[src/rtl/jogo_pkg.sv]
// Shared definitions for the single-clock game logic: FSM encodings,
// screen geometry and the parked-coordinate marker.
package jogo_pkg;

  typedef enum logic [1:0] {
    NAVE_VIVA  = 2'd0,
    NAVE_MORTA = 2'd1,
    NAVE_FIM   = 2'd2
  } nave_estado_t;

  typedef enum logic {
    BOLA_LIVRE  = 1'b0,
    BOLA_VOANDO = 1'b1
  } bola_estado_t;

  localparam int unsigned TELA_LARG        = 640;
  localparam int unsigned TELA_ALT         = 480;
  localparam logic [9:0]  COORD_FORA       = 10'd1023;
  localparam int unsigned NAVE_LARG_PADRAO = 33;

  function automatic logic [9:0] x_centro(input int unsigned larg);
    return 10'((TELA_LARG - larg) / 2);
  endfunction

endpackage

[src/rtl/nave_controle_gerador_tick.sv]
// Free-running divider producing a one-cycle tick every DIV enabled cycles;
// the count freezes while en_i is low.
module gerador_tick #(
  parameter int unsigned DIV = 833333
) (
  input  logic clk_i,
  input  logic rst_ni,
  input  logic en_i,
  output logic tick_o
);

  localparam int unsigned W   = (DIV > 1) ? $clog2(DIV) : 1;
  localparam logic [W-1:0] ULT = W'(DIV - 1);

  logic [W-1:0] cnt_q;

  always_ff @(posedge clk_i) begin
    if (!rst_ni) begin
      cnt_q <= '0;
    end else if (en_i) begin
      cnt_q <= (cnt_q == ULT) ? '0 : cnt_q + W'(1);
    end
  end

  assign tick_o = en_i && (cnt_q == ULT);

endmodule

[src/rtl/nave_controle.sv]
// Player ship and its single shot: movement, firing, hit scoring, lives and
// game-over. All buttons are synchronized; enemy-row status is same-domain.
module nave_controle
  import jogo_pkg::*;
#(
  parameter int unsigned MV_DIV      = 833333,
  parameter int unsigned NAVE_PASSO  = 4,
  parameter int unsigned BOLA_PASSO  = 8,
  parameter int unsigned NAVE_LARG   = NAVE_LARG_PADRAO,
  parameter int unsigned NAVE_Y      = 440,
  parameter int unsigned VIDAS_INI   = 3,
  parameter int unsigned MORTA_TICKS = 60
) (
  input  logic       CLOCK_50_i,
  input  logic       reset_i,
  input  logic       pausa_i,
  input  logic       reiniciarJogo_i,
  input  logic       btn_esq_i,
  input  logic       btn_dir_i,
  input  logic       btn_tiro_i,
  input  logic [1:0] n_batidas_i,
  input  logic       naveMorta_i,
  output logic [9:0] x_nave_o,
  output logic [9:0] y_nave_o,
  output logic [9:0] bola_nave_x_o,
  output logic [9:0] bola_nave_y_o,
  output logic       bola_ativa_o,
  output logic [1:0] vidas_o,
  output logic [9:0] pontos_o,
  output logic       fim_jogo_o
);

  localparam logic [9:0] X_INI      = x_centro(NAVE_LARG);
  localparam logic [9:0] X_MIN      = 10'd5;
  localparam logic [9:0] X_MAX      = 10'(TELA_LARG - NAVE_LARG);
  localparam logic [9:0] N_PASSO    = 10'(NAVE_PASSO);
  localparam logic [9:0] B_PASSO    = 10'(BOLA_PASSO);
  localparam logic [9:0] Y_NAVE     = 10'(NAVE_Y);
  localparam logic [9:0] Y_BOLA_INI = 10'(NAVE_Y - 8);
  localparam logic [9:0] BOLA_DX    = 10'((NAVE_LARG - 1) / 2);
  localparam logic [9:0] Y_LIMITE   = 10'(TELA_ALT);
  localparam int unsigned MW        = $clog2(MORTA_TICKS + 1);
  localparam logic [MW-1:0] MORTE_INI = MW'(MORTA_TICKS);
  localparam logic [1:0] VIDAS0     = 2'(VIDAS_INI);

  logic rst_jogo_n;
  logic tick;

  logic esq_s1_q, esq_s2_q, dir_s1_q, dir_s2_q;
  logic tiro_s1_q, tiro_s2_q, tiro_ant_q, morta_ant_q;
  logic [1:0] nb_ant_q;

  nave_estado_t nave_q;
  bola_estado_t bola_q;
  logic [9:0] x_q, bx_q, by_q, pontos_q;
  logic [1:0] vidas_q;
  logic       fim_q;
  logic [MW-1:0] morte_cnt_q;

  logic tiro_borda, morte_evt, acerto;
  logic [9:0] x_esq_d, x_dir_d, pontos_d;

  // Restart behaves exactly like reset, so both feed one synchronous clear.
  assign rst_jogo_n = reset_i & ~reiniciarJogo_i;

  gerador_tick #(.DIV(MV_DIV)) u_tick (
    .clk_i  (CLOCK_50_i),
    .rst_ni (rst_jogo_n),
    .en_i   (~pausa_i),
    .tick_o (tick)
  );

  assign tiro_borda = tiro_s2_q & ~tiro_ant_q & ~pausa_i;
  assign morte_evt  = naveMorta_i & ~morta_ant_q & ~pausa_i & (nave_q == NAVE_VIVA);
  assign acerto     = (n_batidas_i != nb_ant_q) & (bola_q == BOLA_VOANDO) & ~pausa_i;

  // Clamp checks happen before the step so 10-bit arithmetic never wraps.
  assign x_esq_d  = (x_q < X_MIN + N_PASSO) ? X_MIN : x_q - N_PASSO;
  assign x_dir_d  = (x_q > X_MAX - N_PASSO) ? X_MAX : x_q + N_PASSO;
  assign pontos_d = (pontos_q == 10'h3FF) ? pontos_q : pontos_q + 10'd1;

  always_ff @(posedge CLOCK_50_i) begin
    if (!rst_jogo_n) begin
      esq_s1_q    <= 1'b0;
      esq_s2_q    <= 1'b0;
      dir_s1_q    <= 1'b0;
      dir_s2_q    <= 1'b0;
      tiro_s1_q   <= 1'b0;
      tiro_s2_q   <= 1'b0;
      tiro_ant_q  <= 1'b0;
      morta_ant_q <= naveMorta_i;
      nb_ant_q    <= n_batidas_i;
      nave_q      <= NAVE_VIVA;
      bola_q      <= BOLA_LIVRE;
      x_q         <= X_INI;
      bx_q        <= COORD_FORA;
      by_q        <= COORD_FORA;
      vidas_q     <= VIDAS0;
      pontos_q    <= '0;
      fim_q       <= 1'b0;
      morte_cnt_q <= '0;
    end else begin
      esq_s1_q    <= btn_esq_i;
      esq_s2_q    <= esq_s1_q;
      dir_s1_q    <= btn_dir_i;
      dir_s2_q    <= dir_s1_q;
      tiro_s1_q   <= btn_tiro_i;
      tiro_s2_q   <= tiro_s1_q;
      tiro_ant_q  <= tiro_s2_q;
      morta_ant_q <= naveMorta_i;

      if (!pausa_i) begin
        nb_ant_q <= n_batidas_i;

        unique case (nave_q)
          NAVE_VIVA: begin
            if (morte_evt) begin
              nave_q      <= NAVE_MORTA;
              vidas_q     <= vidas_q - 2'd1;
              morte_cnt_q <= MORTE_INI;
            end else if (tick && (esq_s2_q ^ dir_s2_q)) begin
              x_q <= esq_s2_q ? x_esq_d : x_dir_d;
            end
          end
          NAVE_MORTA: begin
            if (tick) begin
              if (morte_cnt_q == '0) begin
                if (vidas_q == 2'd0) begin
                  nave_q <= NAVE_FIM;
                  fim_q  <= 1'b1;
                end else begin
                  nave_q <= NAVE_VIVA;
                  x_q    <= X_INI;
                end
              end else begin
                morte_cnt_q <= morte_cnt_q - MW'(1);
              end
            end
          end
          default: ;
        endcase

        // A hit or a death parks the shot; a hit also scores even on a top exit.
        if (acerto || morte_evt) begin
          bola_q <= BOLA_LIVRE;
          bx_q   <= COORD_FORA;
          by_q   <= COORD_FORA;
          if (acerto) pontos_q <= pontos_d;
        end else if (bola_q == BOLA_LIVRE) begin
          if (tiro_borda && (nave_q == NAVE_VIVA)) begin
            bola_q <= BOLA_VOANDO;
            bx_q   <= x_q + BOLA_DX;
            by_q   <= Y_BOLA_INI;
          end
        end else if (tick) begin
          if ((by_q < B_PASSO) || (by_q >= Y_LIMITE)) begin
            bola_q <= BOLA_LIVRE;
            bx_q   <= COORD_FORA;
            by_q   <= COORD_FORA;
          end else begin
            by_q <= by_q - B_PASSO;
          end
        end
      end
    end
  end

  assign x_nave_o      = x_q;
  assign y_nave_o      = Y_NAVE;
  assign bola_nave_x_o = bx_q;
  assign bola_nave_y_o = by_q;
  assign bola_ativa_o  = (bola_q == BOLA_VOANDO);
  assign vidas_o       = vidas_q;
  assign pontos_o      = pontos_q;
  assign fim_jogo_o    = fim_q;

endmodule

[config.mk]
export PLATFORM = sky130hd
export DESIGN_NAME = nave_controle
export DESIGN_NICKNAME = d
export VERILOG_FILES = /design/src/rtl/jogo_pkg.sv /design/src/rtl/nave_controle_gerador_tick.sv /design/src/rtl/nave_controle.sv
export SDC_FILE = /design/constraint.sdc
export NUM_CORES = 1
export LEC_CHECK = 0
export BUFFER_PORTS_ARGS = -buffer_cell sky130_fd_sc_hd__buf_2
export CAP_MARGIN = 20
export CORE_MARGIN = 5
export CORE_UTILIZATION = 34
export CTS_CLUSTER_DIAMETER = 120
export CTS_CLUSTER_SIZE = 40
export DETAILED_ROUTE_END_ITERATION = 8
export GPL_TIMING_DRIVEN = 0
export HOLD_SLACK_MARGIN = 0.12
export PLACE_DENSITY_LB_ADDON = 0.2
export SYNTH_ARGS = -nofsm -noshare
export SYNTH_HDL_FRONTEND = slang
export SYNTH_SLANG_ARGS = --single-unit
export TNS_END_PERCENT = 30
[constraint.sdc]
create_clock -name CLOCK_50_i -period 2.8 [get_ports CLOCK_50_i]
set_input_delay 0.42 -clock CLOCK_50_i [delete_from_list [all_inputs] [get_ports CLOCK_50_i]]
set_output_delay 0.42 -clock CLOCK_50_i [all_outputs]
set_load 0.02 [all_outputs]
; After elaboration in Yosys (flattened, before gate mapping)
; Index checks and enable logic that the tools add are counted.
; Widths: inputs -> output; s select.
[totals]
inputBits = 10
wordCells = 113
reg_bits = 82
output_inout_bits = 54
[op_classes]
n_reduce_logical = 18
add_sub_neg = 8
mux = 36
order_cmp = 4
n_eq_ne = 14
n_bitwise = 14
[op_table]
columns = op, count
row1 = $mux 10, 18
row2 = $add 20x1->20 const B, 1
row3 = $eq 20x20->1 const B, 1
row4 = $lt 10x4->1 const B, 2
row5 = $mux 20, 1
row6 = $pmux 10 s2, 1
row7 = $mux 6, 3
row8 = $reduce_and 5->1, 3
row9 = $ne 2x2->1 const B, 7
row10 = $mux 2, 6
row11 = $pmux 6 s2, 1
row12 = $add 10x1->10 const B, 1
row13 = $add 10x3->10 const B, 1
row14 = $add 10x5->10 const B, 1
row15 = $eq 10x10->1 const B, 1
row16 = $ge 10x9->1 const B, 1
row17 = $gt 10x10->1 const B, 1
row18 = $sub 10x3->10 const B, 1
row19 = $sub 10x4->10 const B, 1
row20 = $and 1x1->1, 8
row21 = $reduce_and 4->1, 2
row22 = $reduce_and 7->1, 1
row23 = $logic_not 6->1, 1
row24 = $reduce_and 3->1, 2
row25 = 16 further kinds, 28

; Longest topological paths before layout
; Gate-level depths: netlist of run 1.
[logic_depth]
ltp_word = 7
depth_mapped = 9
mapped_depth_nobuf = 8

; Hierarchy
; Synthesis of run 1 repeated with hierarchy kept, for this count alone.
[unflattened]
cells_unflattened = 487
hier_area_um2 = 4289.1
[modules_own_cells]
columns = module, seq_area_each_um2, n_inst, area_each_um2, cells_each
row1 = nave_controle, 1221.2, 1, 3288.2, 375
row2 = gerador_tick, 400.4, 1, 1001.0, 112

; Worst setup path after synthesis of run 1
; OpenSTA, ideal clock, no wires.
[synth_timing]
kind = register -> register
start = register vidas_q[0], in the netlist vidas_o[0]
end = register x_q[7], in the netlist x_nave_o[7]
setup_ns = 0.058
t_arrival_ns = 2.100
required_ns = 2.742
n_path_buf = 0
path_stages_with_launch = 9
slack_ns = 0.642
synth_period_minus_slack_ns = 2.158
path_cell_list = dfxtp_1 > inv_1 > ha_1 > or4bb_1 > nor2_1 > nor2_1 > or4b_4 > o21ai_1 > o21a_1
[synth_via]
elab_chain_len = 3
[synth_lines]
columns = item, line_no
row1 = "start, declared", nave_controle.sv:56  ; logic [1:0] vidas_q;
row2 = "start signal, assigned", nave_controle.sv:119  ; vidas_q <= vidas_q - 2'd1;
row3 = $logic_not 2->1, nave_controle.sv:128  ; if (vidas_q == 2'd0) begin
row4 = $ne 2x2->1 (no line), --
row5 = $reduce_and 7->1 (no line), --
row6 = "end signal, assigned", nave_controle.sv:122  ; x_q <= esq_s2_q ? x_esq_d : x_dir_d;
row7 = "end, declared", nave_controle.sv:55  ; logic [9:0] x_q, bx_q, by_q, pontos_q;
; No other way between the ends.
; A chain may end at the register's enable or synchronous reset.

; Worst setup path in the final report of run 1
[layout_timing]
start = register u_tick.cnt_q[0]
end = register bx_q[2], in the netlist bola_nave_x_o[2]
[layout_via]
elab_chain_len = 4
[layout_lines]
columns = item, line_no
row1 = "start, declared", nave_controle_gerador_tick.sv:15  ; logic [W-1:0] cnt_q;
row2 = "start signal, assigned", nave_controle_gerador_tick.sv:21  ; cnt_q <= (cnt_q == ULT) ? '0 : cnt_q + W'(1);
row3 = $eq 20x20->1, nave_controle_gerador_tick.sv:25  ; assign tick_o = en_i && (cnt_q == ULT);
row4 = $logic_and 1x1->1, nave_controle_gerador_tick.sv:25
row5 = $ne 3x2->1 (no line), --
row6 = $reduce_and 4->1 (no line), --
row7 = "end signal, assigned", nave_controle.sv:152  ; bx_q <= x_q + BOLA_DX;
row8 = "end, declared", nave_controle.sv:55
; No other way between the ends.

==> results.sh, run 1 <==
export IMPL_max_freq_mhz=393
export IMPL_ant_nets=0
export IMPL_start_util_pct=35.0
export IMPL_cp_required_ns=3.00
export IMPL_cp_end_kind="register"
export IMPL_fp_dieW_um=119
export IMPL_syn2layout_area_growth_pct=20.8
export IMPL_instances_no_fill=694
export IMPL_synth_top_cells_by_count="dfxtp_1 (78), nor2_1 (48), nand2_1 (39), xor2_1 (26), nand3_1 (24)"
export IMPL_cts_max_level=3
export IMPL_via_per_inst=5.02
export IMPL_ys_warn_count=0
export IMPL_ys_flop_type="dfxtp_1"
export IMPL_crit_fanout=10
export IMPL_total_power_mw=2.69
export IMPL_dp_slack_ns=0.202
export IMPL_rows=39
export IMPL_dp_cells=677
export IMPL_cts_buffers_inserted=9
export IMPL_leakagePower_nw=1.87
export IMPL_antenna_found_initial=0
export IMPL_post_cts_resized=0
export IMPL_ir_drop_v=0.000242
export IMPL_hold_class="in2reg"
export IMPL_grt_use_total_pct=14.3
export IMPL_crit_arrival_ns=2.75
export IMPL_finalMaxSlewViolations=0
export IMPL_dp_hpwl_um=7290
export IMPL_postCtsHoldBufs=0
export IMPL_cts_reportedPaths_clkPinSlew_ns=0.06
export IMPL_core_area_um2=11600
export IMPL_setup_slack_ns=0.253
export IMPL_met2WireLength_um=4430
export IMPL_wl_um=9910
export IMPL_clk_path_buf_depth=2
export IMPL_synthDistinctLibCells=67
export IMPL_min_period_ns=2.55
export IMPL_synth_area_top_cells="dfxtp_1 (39%), xor2_1 (5.6%), nor2_1 (4.5%)"
export IMPL_wl_per_cell_um=14.3
export IMPL_synth_edff_count=2
export IMPL_drc=0
export IMPL_fillers=1149
export IMPL_pwr_density_cell_nw_per_um2=551
export IMPL_syn_avg_cell_area_um2=8.55
export IMPL_io_pins=64
export IMPL_cap_violations=0
export IMPL_rsz0062_at_grt="no"
export IMPL_ys_seq_elements=80
export IMPL_top_layer="met4"
export IMPL_post_cts_buffers=0
export IMPL_synthCells=473
export IMPL_drt_met1_wl_um=4980
export IMPL_min_period_over_period_pct=91.0
export IMPL_n_antenna_cell=0
export IMPL_grt_pass1_vias=3425
export IMPL_setup_tns_ns=0
export IMPL_grt_overflow=0
export IMPL_synthDominantCellAreaShare_pct=38.6
export IMPL_clock_latency_ns=0.34
export IMPL_grt_pass1_wl_um=16900
export IMPL_wl_met3_um=319
export IMPL_drive_above_1_share_pct=17.4
export IMPL_slew_headroom_pct=50.4
export IMPL_die_h_um=119
export IMPL_drt_pre_antenna_iters=4
export IMPL_syn_area_um2=4050
export IMPL_hold_viol=0
export IMPL_cts_tree="built"
export IMPL_portBuffers=53
export IMPL_synth_top_cell_by_area="dfxtp_1"
export IMPL_cts_sinks=80
export IMPL_ys_seq_area_share_pct=40.1
export IMPL_fin_skew_ns=0.00639
export IMPL_drtIter0Drc=164
export IMPL_finalSetupViolCount=0
export IMPL_utilization_pct=42.3
export IMPL_crit_type="reg2reg"
export IMPL_worstSetupStartpointType="register"
export IMPL_tightest_slew_ns=0.743
export IMPL_clockRootBuffer="clkbuf_16"
export IMPL_dieArea_um2=14200
export IMPL_finalNetCount=570
export IMPL_vias=3485
export IMPL_outcome="finished, final reports clean"
export IMPL_synthMostInstantiatedCell="dfxtp_1"
export IMPL_gp_congestion=0.849
export IMPL_postSynth_asyncResetShare_pct=0
export IMPL_grt_max_degree=15
-- final cells by class --
type                    instances  area (µm²)  area share, %
repair buffers                 54         270           5.53
flip-flops and latches         80        1620           33.2
inverters                      21        78.8           1.61
plain buffers                  31         173           3.53
clock buffers                  10         250           5.12
well taps                     143         179           3.66
multi-input cells             349        2200           45.1
clock inverters                 6         113           2.30
-- layout by cell type (no fill, tap or decap), types with 3 or more instances in the layout --
master     netlist  routed
nand4b_1         3       3
or3_1            5       5
inv_1           20      20
nor2b_1          3       3
buf_4           12      12
o21ai_0         15      15
o31ai_1          5       5
buf_2            3      57
o211ai_1         5       5
conb_1           2      10
nand2_1         39      39
nand3_1         24      24
nor2_1          48      48
and3_1           7       7
bufinv_16        0       3
xor2_1          26      26
xnor2_1         17      17
clkbuf_1        15      15
nor3_1          23      23
dfxtp_1         78      78
a31oi_1         15      15
clkbuf_16        0      10
ha_1            14      14
o21a_1           4       4
a21oi_1         16      16
and2_1          10      10
nand4_1          9       9
nand2b_1         3       3
-- path summary, 6_finish.rpt --
path                         from          endpoint  slack (ns)  cells past startpoint
hold / removal        naveMorta_i       morta_ant_q        0.20                      1
setup / recovery  u_tick.cnt_q[0]  bola_nave_x_o[2]        0.25                      8
setup reg to reg  u_tick.cnt_q[0]  bola_nave_x_o[2]        0.25                      8
hold reg to reg         tiro_s1_q         tiro_s2_q        0.43                      1
-- logic make-up (layout without fill, tap and decap cells) --
| group | Yosys count | after routing | synth area share, % |
|---|---|---|---|
| buf+inv | 52 | 122 | 6.21 |
| flops | 80 | 80 | 40.1 |
| xor+xnor | 43 | 43 | 9.31 |
| simple gates | 197 | 197 | 25.6 |
| mux | 3 | 3 | 0.773 |
| compound gates | 82 | 82 | 13.5 |
| fa+ha+maj | 14 | 14 | 4.33 |
| other cells | 2 | 10 | 0.186 |
-- flip-flops by register name, summed over array words and instances, names as in the netlist, 2 cells and up --
signal,cells
u_tick.cnt_q,20
morte_cnt_q,6
bola_nave_y_o,8
pontos_o,10
nave_q,2
vidas_o,2
x_nave_o,10
nb_ant_q,2
bola_nave_x_o,10
-- power breakdown --
| part | total [mW] | internal (mW) | switching (mW) |
|---|---|---|---|
| registers | 1.16 | 1.15 | 0.00905 |
| clock network | 1.41 | 0.928 | 0.484 |
| logic | 0.118 | 0.0416 | 0.0766 |
| total | 2.69 | 2.12 | 0.569 |
-- metal layers --
metal	global-route usage, %	vias to the layer above
met5	0	-
met4	6.66	0
met3	2.23	12
met2	22.0	65
met1	19.8	1616
li1	-	1792
-- stage by stage --
step	area (µm²)	hold slack, ns
2_1_floorplan	4080	0.406
3_3_place_gp	4520	0.414
3_5_place_dp	4520	0.414
4_1_cts	4880	0.183
5_1_grt	4890	0.186
6_report	4890	0.196
-- worst max-delay path, stage by stage, from the launching register on --
cell	delay [ns]
dfxtp_1	0.39
inv_1	0.09
ha_1	0.15
nand4bb_1	0.13
nor4_2	0.57
nand3_1	0.20
a21oi_1	0.33
clkbuf_1	0.40
a31oi_1	0.16
No activity file was read; power rests on OpenSTA's default activity.
==> run 2: changes to the inputs <==
--- a/config.mk
+++ b/config.mk
@@ -14,7 +14,7 @@
 export DETAILED_ROUTE_END_ITERATION = 8
 export GPL_TIMING_DRIVEN = 0
 export HOLD_SLACK_MARGIN = 0.12
-export PLACE_DENSITY_LB_ADDON = 0.2
+export PLACE_DENSITY = 0.55
 export SYNTH_ARGS = -nofsm -noshare
 export SYNTH_HDL_FRONTEND = slang
 export SYNTH_SLANG_ARGS = --single-unit
==> run 2 against run 1 <==
Compared with the run above:
- flip-flop and latch count stayed put
- clock skew is 0.0012 ns higher
- sequential share of layout area is 0.43 points higher
- highest routed layer unchanged
- critical endpoint is now x_nave_o[8]
- largest power group unchanged
- largest cell class unchanged
- core utilization is 0.54 points lower
- hold slack better by 0.0032 ns
==> results.sh, run 2 (synthesized netlist as in run 1, its figures left out) <==
export IMPL_outcome="finished, final reports clean"
export IMPL_via_per_inst=5.08
export IMPL_largest_register="u_tick.cnt_q"
export IMPL_cts_sinks=80
export IMPL_cts_tree="built"
export IMPL_finalMaxSlewViolations=0
export IMPL_r2r_setup_slack_ns=0.26
export IMPL_cts_max_level=3
export IMPL_gp_congestion=0.863
export IMPL_dp_slack_ns=0.231
export IMPL_max_freq_mhz=394
export IMPL_clock_power_share_pct=48.1
export IMPL_leakagePower_nw=1.84
export IMPL_cap_violations=0
export IMPL_mostFrequentLayoutCells="dfxtp_1 (78), buf_2 (57), nor2_1 (48)"
export IMPL_drive_above_1_share_pct=17.1
export IMPL_vias=3526
export IMPL_worstSetupStartpointType="register"
export IMPL_layout_commonest_cell="dfxtp_1"
export IMPL_start_util_pct=35.0
export IMPL_grt_use_total_pct=13.9
export IMPL_seq_power_share_pct=47.1
export IMPL_worstSetupStartpoint="u_tick.cnt_q[0]"
export IMPL_sw_frac_of_total_pct=21.7
export IMPL_fillers=1163
export IMPL_grt_max_degree=13
export IMPL_antenna_found_initial=0
export IMPL_rr_worst_depth=8
export IMPL_worstSetupEndpoint="x_nave_o[8]"
export IMPL_hold_class="in2reg"
export IMPL_slew_headroom_pct=51.9
export IMPL_intPower_mw=1.93
export IMPL_setup_tns_ns=0
export IMPL_io_pins=64
export IMPL_min_period_over_period_pct=90.7
export IMPL_cp_required_ns=3.03
export IMPL_syn2layout_area_growth_pct=19.3
export IMPL_min_period_ns=2.54
export IMPL_hold_ws_ns=0.199
export IMPL_grt_overflow=0
export IMPL_wl_um=9790
export IMPL_crit_fanout=7
export IMPL_switching_power_mw=0.537
export IMPL_post_cts_buffers=0
export IMPL_dp_cells=677
export IMPL_crit_arrival_ns=2.77
export IMPL_timing_rr_end="x_nave_o[8]"
export IMPL_die_h_um=119
export IMPL_r2r_start="u_tick.cnt_q[0]"
export IMPL_fin_skew_ns=0.00761
export IMPL_finalNetCount=570
export IMPL_dieArea_um2=14200
export IMPL_ir_drop_v=0.000226
export IMPL_rows=39
export IMPL_cts_buffers_inserted=9
export IMPL_dp_hpwl_um=7200
export IMPL_instances_no_fill=694
export IMPL_postCtsHoldBufs=0
export IMPL_cp_end_kind="register"
export IMPL_finalSetupViolCount=0
export IMPL_n_antenna_cell=0
export IMPL_grt_pass1_vias=3399
export IMPL_setup_slack_ns=0.260
export IMPL_clock_latency_ns=0.34
export IMPL_drc=0
export IMPL_ant_nets=0
export IMPL_fp_dieW_um=119
export IMPL_clk_path_buf_depth=2
export IMPL_largest_reg_flops=20
export IMPL_cts_reportedPaths_clkPinSlew_ns=0.06
export IMPL_pwr_density_cell_nw_per_um2=512
export IMPL_crit_type="reg2reg"
export IMPL_core_area_um2=11600
export IMPL_hold_viol=0
export IMPL_grt_pass1_wl_um=16500
export IMPL_drt_pre_antenna_iters=4
export IMPL_wl_per_cell_um=14.1
export IMPL_rsz0062_at_grt="no"
export IMPL_portBuffers=53
export IMPL_post_cts_resized=0
export IMPL_drtIter0Drc=171
export IMPL_clockRootBuffer="clkbuf_16"
export IMPL_combPwrFrac_pct=4.8
export IMPL_tightest_slew_ns=0.721
[run 2: cell count changes in the layout (fill, tap and decap cells not counted)]
cell | previous run | this run
clkbuf_1 | 15 | 17
clkinv_2 | 1 | 2
clkbuf_8 | 0 | 2
bufinv_16 | 3 | 1
inv_6 | 1 | 0
clkbuf_16 | 10 | 9
clkinv_4 | 1 | 0
[run 2: power by group through the flow]
stage          Sequential (mW)  Clock, mW  Combinational (mW)
2_1_floorplan             1.19          0              0.0820
3_3_place_gp              1.19          0               0.117
3_5_place_dp              1.19          0               0.118
4_1_cts                   1.16       1.22               0.119
5_1_grt                   1.17       1.26               0.132
6_report                  1.16       1.19               0.119
[run 2: cell type report]
class	count	area [µm²]	area share, %
clock buffers	13	260	5.39
plain buffers	31	173	3.58
flip-flops and latches	80	1620	33.6
multi-input cells	349	2200	45.7
well taps	143	179	3.71
inverters	21	78.8	1.63
repair buffers	54	270	5.60
clock inverters	3	40.0	0.830
[run 2: stage by stage]
| step | utilization [%] | instance area [µm²] | power, mW |
|---|---|---|---|
| finish | 41.7 | 4830 | 2.47 |
| floorplan | - | 4080 | 1.27 |
| detailed placement | 39.1 | 4520 | 1.31 |
| global placement | 39.1 | 4520 | 1.31 |
| global route | 41.7 | 4830 | 2.56 |
| CTS | 41.7 | 4820 | 2.50 |
[run 2: worst min path at each step]
stage	from	endpoint	cells past startpoint
after floorplan	dir_s1_q	dir_s2_q	1
after global placement	tiro_s1_q	tiro_s2_q	1
after detailed placement	esq_s1_q	esq_s2_q	1
after CTS	naveMorta_i	morta_ant_q	1
after global routing	naveMorta_i	morta_ant_q	1
final	naveMorta_i	morta_ant_q	1
[run 2: layer usage]
layer  global-route usage [%]  wire length [µm]  part of all wire, %  vias to the layer above
met3                     3.32               372                  3.8                        9
met1                     19.0              4830                   49                     1665
met2                     21.5              4460                   45                       59
met4                     4.56               129                  1.3                        0
li1                         -                 -                    -                     1793
met5                        0                 0                    0                        -
[run 2: worst max-delay path, cell delays in order (launching register included)]
cell	delay, ns
dfxtp_1	0.37
inv_1	0.08
ha_1	0.14
nand4bb_1	0.13
nor4_2	0.57
nand2_2	0.22
nor3_2	0.46
o2111ai_1	0.19
a22o_1	0.26
==> run 3: changes to the inputs <==
--- a/config.mk
+++ b/config.mk
@@ -14,7 +14,10 @@
 export DETAILED_ROUTE_END_ITERATION = 8
 export GPL_TIMING_DRIVEN = 0
 export HOLD_SLACK_MARGIN = 0.12
+export MAX_ROUTING_LAYER = met4
 export PLACE_DENSITY = 0.55
+export SKIP_CTS_REPAIR_TIMING = 1
+export SLEW_MARGIN = 20
 export SYNTH_ARGS = -nofsm -noshare
 export SYNTH_HDL_FRONTEND = slang
 export SYNTH_SLANG_ARGS = --single-unit
==> run 3 against run 2 <==
Compared with the run above:
- non-clock buffer count is 1 lower
- combinational power hardly changed
- global-route usage is 0.38 points higher
- hold slack better by 0.0031 ns
- first-iteration DRC count is 15% lower
- core utilization stayed put
- total power is 0.22% lower
- routed wire length is 0.57% lower
- critical endpoint unchanged
==> results.sh, run 3 (synthesized netlist as in run 1, its figures left out) <==
export IMPL_outcome="finished, final reports clean"
export IMPL_switching_power_mw=0.532
export IMPL_dieArea_um2=14200
export IMPL_crit_fanout=7
export IMPL_utilization_pct=41.7
export IMPL_n_antenna_cell=0
export IMPL_fin_skew_ns=0.00589
export IMPL_cts_sinks=80
export IMPL_fillers=1162
export IMPL_mostFrequentLayoutCells="dfxtp_1 (78), buf_2 (56), nor2_1 (48)"
export IMPL_largest_reg_flops=20
export IMPL_crit_arrival_ns=2.75
export IMPL_finalMaxSlewViolations=0
export IMPL_combPwrFrac_pct=4.8
export IMPL_clock_power_share_pct=48.0
export IMPL_cts_max_level=3
export IMPL_die_h_um=119
export IMPL_cts_reportedPaths_clkPinSlew_ns=0.06
export IMPL_core_area_um2=11600
export IMPL_cts_tree="built"
export IMPL_tightest_slew_ns=0.763
export IMPL_intPower_mw=1.93
export IMPL_grt_use_total_pct=14.3
export IMPL_crit_type="reg2reg"
export IMPL_clock_latency_ns=0.33
export IMPL_grt_pass1_vias=3408
export IMPL_r2r_setup_slack_ns=0.27
export IMPL_grt_overflow=0
export IMPL_portBuffers=53
export IMPL_cp_required_ns=3.02
export IMPL_hold_class="in2reg"
export IMPL_layout_commonest_cell="dfxtp_1"
export IMPL_min_period_ns=2.53
export IMPL_dp_hpwl_um=7200
export IMPL_cap_violations=0
export IMPL_largest_register="u_tick.cnt_q"
export IMPL_seq_power_share_pct=47.2
export IMPL_syn2layout_area_growth_pct=19.3
export IMPL_fp_dieW_um=119
export IMPL_max_freq_mhz=396
export IMPL_postPlaceCellArea_um2=4520
export IMPL_start_util_pct=35.0
export IMPL_hold_viol=0
export IMPL_ir_drop_v=0.000225
export IMPL_finalSetupViolCount=0
export IMPL_cp_end_kind="register"
export IMPL_drt_pre_antenna_iters=4
export IMPL_antenna_found_initial=0
export IMPL_min_period_over_period_pct=90.3
export IMPL_gp_congestion=0.877
export IMPL_grt_max_degree=13
export IMPL_clk_path_buf_depth=2
export IMPL_drive_above_1_share_pct=17.1
export IMPL_fin_area_um2=4830
export IMPL_io_pins=64
export IMPL_rows=39
export IMPL_sw_frac_of_total_pct=21.6
export IMPL_finalNetCount=569
export IMPL_worstSetupStartpointType="register"
export IMPL_ant_nets=0
export IMPL_leakagePower_nw=1.84
export IMPL_wl_per_cell_um=14.0
export IMPL_via_per_inst=5.10
export IMPL_cts_buffers_inserted=9
export IMPL_total_power_mw=2.46
export IMPL_drc=0
export IMPL_grt_pass1_wl_um=16500
export IMPL_wl_um=9740
export IMPL_vias=3536
export IMPL_setup_tns_ns=0
export IMPL_rsz0062_at_grt="no"
export IMPL_clockRootBuffer="clkbuf_16"
export IMPL_slew_headroom_pct=49.1
export IMPL_drtIter0Drc=145
export IMPL_pwr_density_cell_nw_per_um2=511
[run 3: critical path: stages (launching register included)]
cell and delay [ns]:
dfxtp_1 0.37, inv_1 0.08, ha_1 0.14, nand4bb_1 0.13
nor4_2 0.57, nand2_2 0.22, nor3_2 0.45, o2111ai_1 0.19
a22o_1 0.26
[run 3: metrics by stage]
step / worst slack [ns] / hold slack [ns] / std cells
2_1_floorplan: 0.642 / 0.406 / 481
3_5_place_dp: 0.231 / 0.416 / 677
4_1_cts: 0.246 / 0.193 / 693
3_3_place_gp: 0.257 / 0.419 / 677
6_report: 0.273 / 0.202 / 693
5_1_grt: 0.0742 / 0.203 / 693
[run 3: final timing paths]
| kind | start | endpoint | cells after the start |
|---|---|---|---|
| worst max-delay path | u_tick.cnt_q[0] | x_nave_o[8] | 8 |
| worst min-delay path | naveMorta_i | morta_ant_q | 1 |
| worst max register to register | u_tick.cnt_q[0] | x_nave_o[8] | 8 |
| worst min register to register | esq_s1_q | esq_s2_q | 1 |
[run 3: layout make-up]
| type | instances | area (µm²) | area share, % |
|---|---|---|---|
| Clock inverter | 3 | 40.0 | 0.830 |
| Tap cell | 143 | 179 | 3.71 |
| Clock buffer | 13 | 260 | 5.39 |
| Timing Repair Buffer | 53 | 265 | 5.50 |
| Multi-Input combinational cell | 349 | 2210 | 45.8 |
| Sequential cell | 80 | 1620 | 33.6 |
| Inverter | 21 | 78.8 | 1.63 |
| Buffer | 31 | 173 | 3.58 |
[run 3: metal layers]
| layer | part of all wire [%] | up-vias | GRT usage [%] |
|---|---|---|---|
| met4 | 1.4 | 0 | 6.08 |
| li1 | - | 1790 | - |
| met2 | 46 | 68 | 21.5 |
| met1 | 49 | 1665 | 19.1 |
| met3 | 3.6 | 13 | 2.04 |
| met5 | 0 | - | - |
[run 3: power by group through the flow]
stage	logic (mW)	clock network, mW	registers (mW)
after detailed placement	0.118	0	1.19
after floorplan	0.0820	0	1.19
final	0.119	1.18	1.16
after global placement	0.117	0	1.19
after CTS	0.119	1.22	1.16
after global routing	0.132	1.26	1.17
